### src/rtl/axi4_lite_fanin_rd.sv
// Two-master to one-slave AXI4-lite read arbiter: round-robin AR grant,
// in-order source-index FIFO steering R beats back to the requester.
module axi4_lite_fanin_rd #(
  parameter int A = 32,
  parameter int N = 4,
  parameter int D = 4,
  parameter int I = 1
) (
  input  logic                   aclk,
  input  logic                   aresetn,
  // upstream requesters
  input  logic [1:0]             s_arvalid_i,
  output logic [1:0]             s_arready_o,
  input  logic [1:0][A-1:0]      s_araddr_i,
  input  logic [1:0][2:0]        s_arprot_i,
  input  logic [1:0][I-1:0]      s_arid_i,
  output logic [1:0]             s_rvalid_o,
  input  logic [1:0]             s_rready_i,
  output logic [1:0][8*N-1:0]    s_rdata_o,
  output logic [1:0][1:0]        s_rresp_o,
  output logic [1:0][I-1:0]      s_rid_o,
  output logic [1:0]             s_awready_o,
  output logic [1:0]             s_wready_o,
  output logic [1:0]             s_bvalid_o,
  // shared downstream port
  output logic                   m_arvalid_o,
  input  logic                   m_arready_i,
  output logic [A-1:0]           m_araddr_o,
  output logic [2:0]             m_arprot_o,
  output logic [I-1:0]           m_arid_o,
  input  logic                   m_rvalid_i,
  output logic                   m_rready_o,
  input  logic [8*N-1:0]         m_rdata_i,
  input  logic [1:0]             m_rresp_i,
  input  logic [I-1:0]           m_rid_i,
  output logic                   m_awvalid_o,
  output logic                   m_wvalid_o,
  output logic                   m_bready_o,
  // state visibility
  output logic [$clog2(D):0]     dbg_count_o,
  output logic                   dbg_lock_o,
  output logic                   dbg_last_grant_o
);

  // Handshake rule on every channel: a transfer happens on a rising aclk
  // edge where valid and ready are both high; a raised valid with its
  // payload is held until that edge.

  localparam int PW = $clog2(D);
  localparam int CW = PW + 1;

  logic          sel_q, sel;
  logic          last_grant_q;
  logic          lock_q, lock_d;
  logic [D-1:0]  fifo_q;
  logic [PW-1:0] wr_ptr_q, rd_ptr_q;
  logic [CW-1:0] count_q, count_d;

  logic full, empty, head;
  logic ar_valid, ar_hs, r_ready, r_hs;

  // Grant is frozen while a request is pending so the AR payload stays stable.
  always_comb begin
    sel = sel_q;
    if (!lock_q) begin
      case (s_arvalid_i)
        2'b01:   sel = 1'b0;
        2'b10:   sel = 1'b1;
        2'b11:   sel = ~last_grant_q;
        default: sel = sel_q;
      endcase
    end
  end

  assign full     = (count_q == CW'(D));
  assign empty    = (count_q == '0);
  assign head     = fifo_q[rd_ptr_q];

  assign ar_valid = aresetn & s_arvalid_i[sel] & ~full;
  assign ar_hs    = ar_valid & m_arready_i;
  assign r_ready  = aresetn & s_rready_i[head] & ~empty;
  assign r_hs     = r_ready & m_rvalid_i;

  assign m_arvalid_o = ar_valid;
  assign m_araddr_o  = s_araddr_i[sel];
  assign m_arprot_o  = s_arprot_i[sel];
  assign m_arid_o    = s_arid_i[sel];
  assign m_rready_o  = r_ready;

  always_comb begin
    s_arready_o       = 2'b00;
    s_rvalid_o        = 2'b00;
    s_arready_o[sel]  = aresetn & m_arready_i & ~full;
    s_rvalid_o[head]  = aresetn & m_rvalid_i & ~empty;
  end

  // Read data is broadcast; only the source seeing rvalid consumes it.
  assign s_rdata_o[0] = m_rdata_i;
  assign s_rdata_o[1] = m_rdata_i;
  assign s_rresp_o[0] = m_rresp_i;
  assign s_rresp_o[1] = m_rresp_i;
  assign s_rid_o[0]   = m_rid_i;
  assign s_rid_o[1]   = m_rid_i;

  assign s_awready_o = 2'b00;
  assign s_wready_o  = 2'b00;
  assign s_bvalid_o  = 2'b00;
  assign m_awvalid_o = 1'b0;
  assign m_wvalid_o  = 1'b0;
  assign m_bready_o  = 1'b1;

  always_comb begin
    lock_d = lock_q;
    if (ar_hs)         lock_d = 1'b0;
    else if (ar_valid) lock_d = 1'b1;
  end

  always_comb begin
    count_d = count_q;
    case ({ar_hs, r_hs})
      2'b10:   count_d = count_q + CW'(1);
      2'b01:   count_d = count_q - CW'(1);
      default: count_d = count_q;
    endcase
  end

  always_ff @(posedge aclk) begin
    if (!aresetn) begin
      sel_q        <= 1'b0;
      last_grant_q <= 1'b1;
      lock_q       <= 1'b0;
      fifo_q       <= '0;
      wr_ptr_q     <= '0;
      rd_ptr_q     <= '0;
      count_q      <= '0;
    end else begin
      sel_q   <= sel;
      lock_q  <= lock_d;
      count_q <= count_d;
      if (ar_hs) begin
        fifo_q[wr_ptr_q] <= sel;
        wr_ptr_q         <= wr_ptr_q + PW'(1);
        last_grant_q     <= sel;
      end
      if (r_hs) rd_ptr_q <= rd_ptr_q + PW'(1);
    end
  end

  assign dbg_count_o      = count_q;
  assign dbg_lock_o       = lock_q;
  assign dbg_last_grant_o = last_grant_q;

endmodule

### config.mk
export PLATFORM = sky130hd
export DESIGN_NAME = axi4_lite_fanin_rd
export DESIGN_NICKNAME = d
export VERILOG_FILES = /design/src/rtl/axi4_lite_fanin_rd.sv
export SDC_FILE = /design/constraint.sdc
export NUM_CORES = 1
export LEC_CHECK = 0
export BUFFER_PORTS_ARGS = -buffer_cell sky130_fd_sc_hd__buf_4
export CAP_MARGIN = 20
export CORE_AREA = 2 2 93 95
export DETAILED_ROUTE_END_ITERATION = 12
export DIE_AREA = 0 0 95 97
export HOLD_SLACK_MARGIN = 0.15
export SLEW_MARGIN = 20
export SYNTH_ARGS = -nofsm -noshare
export SYNTH_HDL_FRONTEND = slang
export SYNTH_SLANG_ARGS = --single-unit
export TNS_END_PERCENT = 1
### constraint.sdc
create_clock -name aclk -period 4 [get_ports aclk]
set_clock_uncertainty 0.05 [all_clocks]
set_input_delay 0.4 -clock aclk [delete_from_list [all_inputs] [get_ports aclk]]
set_output_delay 0.4 -clock aclk [all_outputs]
set_load 0.1 [all_outputs]
==> reports/metrics.cfg, run 1 <==
[detailed_routing]
vias=1519
drtAntennaViolNets=0
viasPerCell=4.105
wl_um=5049
avgRoutedWirePerCell_um=13.65
initialDrtViolationCount=18
firstDrtPassIters=3
drc_errors=0

[cells_and_area]
synthToLayoutAreaGrowth_pct=28.86
drive_gt1_share_pct=64.91
final_area_mm2=0.002369
nNetsFinal=388
diodes=0
layout_common_cells=buf_4 (127), mux2_2 (36), dfxtp_1 (14)
layout_commonest_cell=buf_4

[setup_path]
r2r_slack_ns=1.37
critPathCaptureType=output pin
slowest_stage=buf_4
required_ns=3.55
r2r-start=rd_ptr_q[0]$_SDFFE_PN0P_
cpPeakStageDelay_ns=0.46
path_depth=5
crit_type=reg -> out
path_cells=nand2b_1 -> a22oi_2 -> buf_4 -> mux2_2 -> buf_4
r2r_end=dbg_count_o[2]$_SDFFE_PN0P_
cpLargestDelayFamily=buffers and inverters
critPathBufInv=2
cp_common_cell=buf_4
critPathArrivalTime_ns=2.28
startpoint_type=flop
cp_max_fo=36
reg2regPathDepth=9

[sta]
layout_min_cycle_time_ns=2.728
maxSlewViolCount=0
fmax_mhz=366.6
grt_setup_unrepaired=false
hold_violations=0
tns_ns=0
period_share_pct=68.20
setup_viol=0

[global_route]
grt_pass1_wl_um=7872
grt_max_degree=37
grt_overflow_total=0
grt_pass1_vias=1610
grtUsageTotal_pct=10.90
antenna_found_initial=0

[synthesis]
syn-instance-count=213
ys_types=33
synth_top_area_share_pct=32.27
yosys_register_bits=14
syn_area_mm2=0.001838
yosys-top-cells-area=buf_4 (32%), mux2_2 (22%), dfxtp_1 (15%)
synth_area_leader_cell=buf_4
seq_area_frac_synth_pct=15.25
ys_warn_count=0
synth.avg_cell_area_um2=8.629

[place]
dp_hpwl_um=4411
routabilityCongestion=0.8175
io_buffers=126
dpl_cell_area_mm2=0.002327

[min_path]
worstHoldPathCells=2
whs_endpoint=dbg_last_grant_o$_SDFFE_PN1P_
min_from=aresetn
min_path_type=in -> reg

[power]
p_comb_share_pct=70.9
irDropWorstVdd_mv=0.1623
intPower_uw=385.1
power.density_mw_per_mm2=390.1
p_clk_share_pct=12.4
switching_share_pct=58.33
p_switching_uw=539.0
pwr-share-seq_pct=16.7
p_leak_uw=0.001140

[floorplanning]
ios=241
row_count=33
core_mm2=0.008134
die_h_um=97
die_area_mm2=0.009215
start_util_pct=22.60
fp.dieW_um=95

[clock_network]
cts_tree=yes
clock-root-buffer=clkbuf_8
clk_latency_ns=0.24
postCtsHoldBufs=0
path_clk_slew_ns=0.06
numClockSinks=14
cts_resized=0
numCtsBuffers=3
post-cts-setup-buffer-count=0
cts_buffer_depth=2
htree_levels=1

[job]
cap_violations=0

[outcome]
outcome=finished clean

[stage by stage]
step / util, % / hold slack (ns) / instances / total power, uW / setup slack [ns]
finish: 29.12 / 0.3825 / 370 / 924.0 / 1.272
floorplan: - / 0.3853 / 220 / 1003 / 0.2849
CTS: 29.12 / 0.3805 / 370 / 931.5 / 1.238
global route: 29.12 / 0.4148 / 370 / 956.2 / 1.103
detailed placement: 28.61 / 0.4100 / 367 / 816.2 / 1.343
global placement: 28.61 / 0.4087 / 367 / 813.8 / 1.403
[worst reg2reg max path, stage by stage (launching register included)]
cell and delay (ns):
dfxtp_1 0.38, mux4_2 0.57, mux2i_2 0.21, nor2_2 0.13, ha_1 0.19, inv_1 0.06, fa_1 0.37, xor2_1 0.15
or3_1 0.30, a21oi_1 0.15
[flip-flops by register name, indices dropped and copies added, names as in the netlist]
name	cells
dbg_last_grant_o	1
dbg_lock_o	1
wr_ptr_q	2
rd_ptr_q	2
fifo_q	4
sel_q	1
dbg_count_o	3
[synth_stat cells, drive strengths merged]
library cell / number
mux4: 1
mux2i: 8
or3: 1
buf: 84
o21ai: 4
nand3: 8
clkbuf: 1
nand3b: 1
or3b: 1
a21o: 2
nand2: 8
nor3: 2
nor2b: 2
a41oi: 1
ha: 5
nand2b: 1
a21oi: 6
a221oi: 1
and2: 1
nor2: 8
a22oi: 1
dfxtp: 14
fa: 1
inv: 7
nor3b: 1
mux2: 36
xor2: 2
conb: 2
and3: 3
[cell families after synthesis]
kind of cell / share of synthesized area, %
compound gates: 5.378
xor+xnor: 0.9532
fa+ha+maj: 4.493
buf+inv: 35.26
flops: 15.25
mux: 27.84
other cells: 0.4086
simple gates: 10.42
[final cells by class]
class / count / area (um^2)
clock buffer: 3 / 41.29
fill: 864 / 5766
inverter: 7 / 26.28
multi-input combinational: 114 / 935.9
sequential: 14 / 280.3
tap: 105 / 131.4
timing repair buffer: 127 / 953.4
[metal layers]
layer / up-vias / share of wire, % / GRT usage, %
li1: 730 / - / -
met1: 673 / 35 / 11.51
met2: 98 / 53 / 19.64
met3: 18 / 9.1 / 2.726
met4: 0 / 2.8 / 5.351
met5: - / 0 / 0
[power by group through the flow]
| stage | logic, uW | registers [uW] | clock network (uW) |
|---|---|---|---|
| 3_5_place_dp | 658 | 158 | 0 |
| 6_report | 655 | 155 | 115 |
| 4_1_cts | 659 | 155 | 117 |
| 2_1_floorplan | 820 | 183 | 0 |
| 3_3_place_gp | 656 | 158 | 0 |
| 5_1_grt | 678 | 156 | 122 |
[worst max path at each step]
stage	from	end
3_3_place_gp	rd_ptr_q[0]$_SDFFE_PN0P_	dbg_count_o[2]$_SDFFE_PN0P_
6_report	dbg_lock_o$_SDFFE_PP0N_	m_araddr_o[1]
2_1_floorplan	dbg_count_o[0]$_SDFFE_PN0P_	m_rready_o
4_1_cts	dbg_lock_o$_SDFFE_PP0N_	m_araddr_o[15]
5_1_grt	dbg_lock_o$_SDFFE_PP0N_	m_araddr_o[15]
3_5_place_dp	rd_ptr_q[0]$_SDFFE_PN0P_	dbg_count_o[2]$_SDFFE_PN0P_
(Power assumes the default switching activity.)
==> inputs of run 2 (changes only) <==
--- a/config.mk
+++ b/config.mk
@@ -7,9 +7,9 @@
 export LEC_CHECK = 0
 export BUFFER_PORTS_ARGS = -buffer_cell sky130_fd_sc_hd__buf_4
 export CAP_MARGIN = 20
-export CORE_AREA = 2 2 93 95
+export CORE_AREA = 2 2 94 96
 export DETAILED_ROUTE_END_ITERATION = 12
-export DIE_AREA = 0 0 95 97
+export DIE_AREA = 0 0 96 98
 export HOLD_SLACK_MARGIN = 0.15
 export SLEW_MARGIN = 20
 export SYNTH_ARGS = -nofsm -noshare
==> constraint.sdc (replaced) <==
create_clock -name aclk -period 2.65 [get_ports aclk]
set_clock_uncertainty 0.05 [all_clocks]
set_input_delay 0.265 -clock aclk [delete_from_list [all_inputs] [get_ports aclk]]
set_output_delay 0.265 -clock aclk [all_outputs]
set_load 0.1 [all_outputs]
==> reports/metrics.cfg, run 2 (synthesis gave the netlist of run 1 again) <==
[floorplanning]
row_count=34
die_h_um=98
fp.dieW_um=96
ios=241
core_mm2=0.008466
die_area_mm2=0.009408
start_util_pct=21.71

[cells_and_area]
nNetsFinal=394
layout_commonest_cell=buf_4
seq_area_um2=281.5
layout_common_cells=buf_4 (132), mux2_2 (36), dfxtp_1 (13)
drive_gt1_share_pct=68.27
top_register=fifo_q
largest_register_ffs=4
synthToLayoutAreaGrowth_pct=33.56
multi_input_area_um2=959.7
final_cells=379
diodes=0
fillers=889
fin_util_pct=29.00

[power]
p_clk_share_pct=12.2
irDropWorstVdd_mv=0.3157
pwr-share-seq_pct=16.5
finalPower_uw=1414
p_leak_uw=0.001178
switching_share_pct=57.84
intPower_uw=596.0
p_switching_uw=817.8
p_comb_share_pct=71.3
power.density_mw_per_mm2=575.9

[sta]
maxSlewViolCount=0
layout_min_cycle_time_ns=2.531
setup_viol=0
grt_setup_unrepaired=false
tns_ns=0
period_share_pct=95.51
holdWs_ns=0.2509
fmax_mhz=395.1
hold_violations=0

[clock_network]
cts_tree=yes
clk_latency_ns=0.24
path_clk_slew_ns=0.05
numClockSinks=14
clock-root-buffer=clkbuf_8
htree_levels=1
postCtsHoldBufs=0
cts_buffer_depth=2
numCtsBuffers=3

[detailed_routing]
avgRoutedWirePerCell_um=12.52
wl_um=4745
drc_errors=0
drtAntennaViolNets=0
initialDrtViolationCount=33
firstDrtPassIters=4
viasPerCell=4.071
vias=1543

[global_route]
grtUsageTotal_pct=9.433
antenna_found_initial=0
grt_pass1_wl_um=7169
grt_max_degree=37
grt_pass1_vias=1518
grt_overflow_total=0

[setup_path]
critPathCaptureType=flop
critPathArrivalTime_ns=2.66
r2r_slack_ns=0.12
r2r-start=rd_ptr_q[0]$_SDFFE_PN0P_
r2r_end=dbg_count_o[2]$_SDFFE_PN0P_
required_ns=2.78
crit_start=rd_ptr_q[0]$_SDFFE_PN0P_
endpoint=dbg_count_o[2]$_SDFFE_PN0P_
crit_type=reg -> reg
reg2regPathDepth=9
cp_max_fo=2
startpoint_type=flop

[outcome]
outcome=finished clean

[place]
dp_hpwl_um=4096
dp_cells=374
io_buffers=126
routabilityCongestion=0.7586

[min_path]
min_path_type=in -> reg

[job]
cap_violations=0

-- run 2: repair_timing --
| action | 4_1_cts | 5_1_grt |
|---|---|---|
| buffers inserted | 0 | 2 |
| gates resized for setup | 0 | 5 |
| endpoints found under the setup margin | 0 | 1 |
-- run 2: through the flow --
| step | instance area (um^2) | worst slack (ns) |
|---|---|---|
| final | 2455 | 0.1191 |
| after global routing | 2455 | 0.005001 |
| after CTS | 2425 | 0.04067 |
| after detailed placement | 2384 | 0.05768 |
| after global placement | 2384 | 0.1273 |
| after floorplan | 1874 | -0.4770 |
-- run 2: power by group through the flow --
stage / clock network [uW] / registers, uW / logic [uW]
floorplan: 0 / 276 / 1240
global placement: 0 / 237 / 1010
detailed placement: 0 / 238 / 1010
CTS: 180 / 233 / 1010
global route: 192 / 235 / 1050
finish: 173 / 233 / 1010
-- run 2: routing by layer --
layer  up-vias  share of wire [%]  global-route usage, %
li1        741                  -                      -
met1       693                 39                  11.86
met2       100                 50                  15.71
met3         9                 10                  2.701
met4         0                1.1                  2.308
met5         -                  0                      0
-- run 2: critical path: stages (launching register included) --
cell	delay [ns]
dfxtp_2	0.34
mux4_2	0.55
mux2i_4	0.22
nor2_2	0.15
ha_2	0.22
inv_2	0.04
fa_2	0.32
xor2_1	0.15
or3_1	0.31
a21oi_1	0.11
-- run 2: how the worst min path moves through the flow --
stage	start	to	slack [ns]	cells after the start
after floorplan	fifo_q[2]$_SDFFE_PN0P_	fifo_q[2]$_SDFFE_PN0P_	0.39	2
after detailed placement	fifo_q[3]$_SDFFE_PN0P_	fifo_q[3]$_SDFFE_PN0P_	0.40	2
after global routing	aresetn	dbg_last_grant_o$_SDFFE_PN1P_	0.28	2
final	aresetn	dbg_last_grant_o$_SDFFE_PN1P_	0.25	2
after global placement	fifo_q[3]$_SDFFE_PN0P_	fifo_q[3]$_SDFFE_PN0P_	0.41	2
after CTS	aresetn	dbg_last_grant_o$_SDFFE_PN1P_	0.25	2
-- run 2: layout make-up --
class / count / share of cell area, %
multi-input combinational: 114 / 39.09
sequential: 14 / 11.47
tap: 108 / 5.505
inverter: 7 / 1.070
clock buffer: 3 / 1.682
timing repair buffer: 133 / 41.18
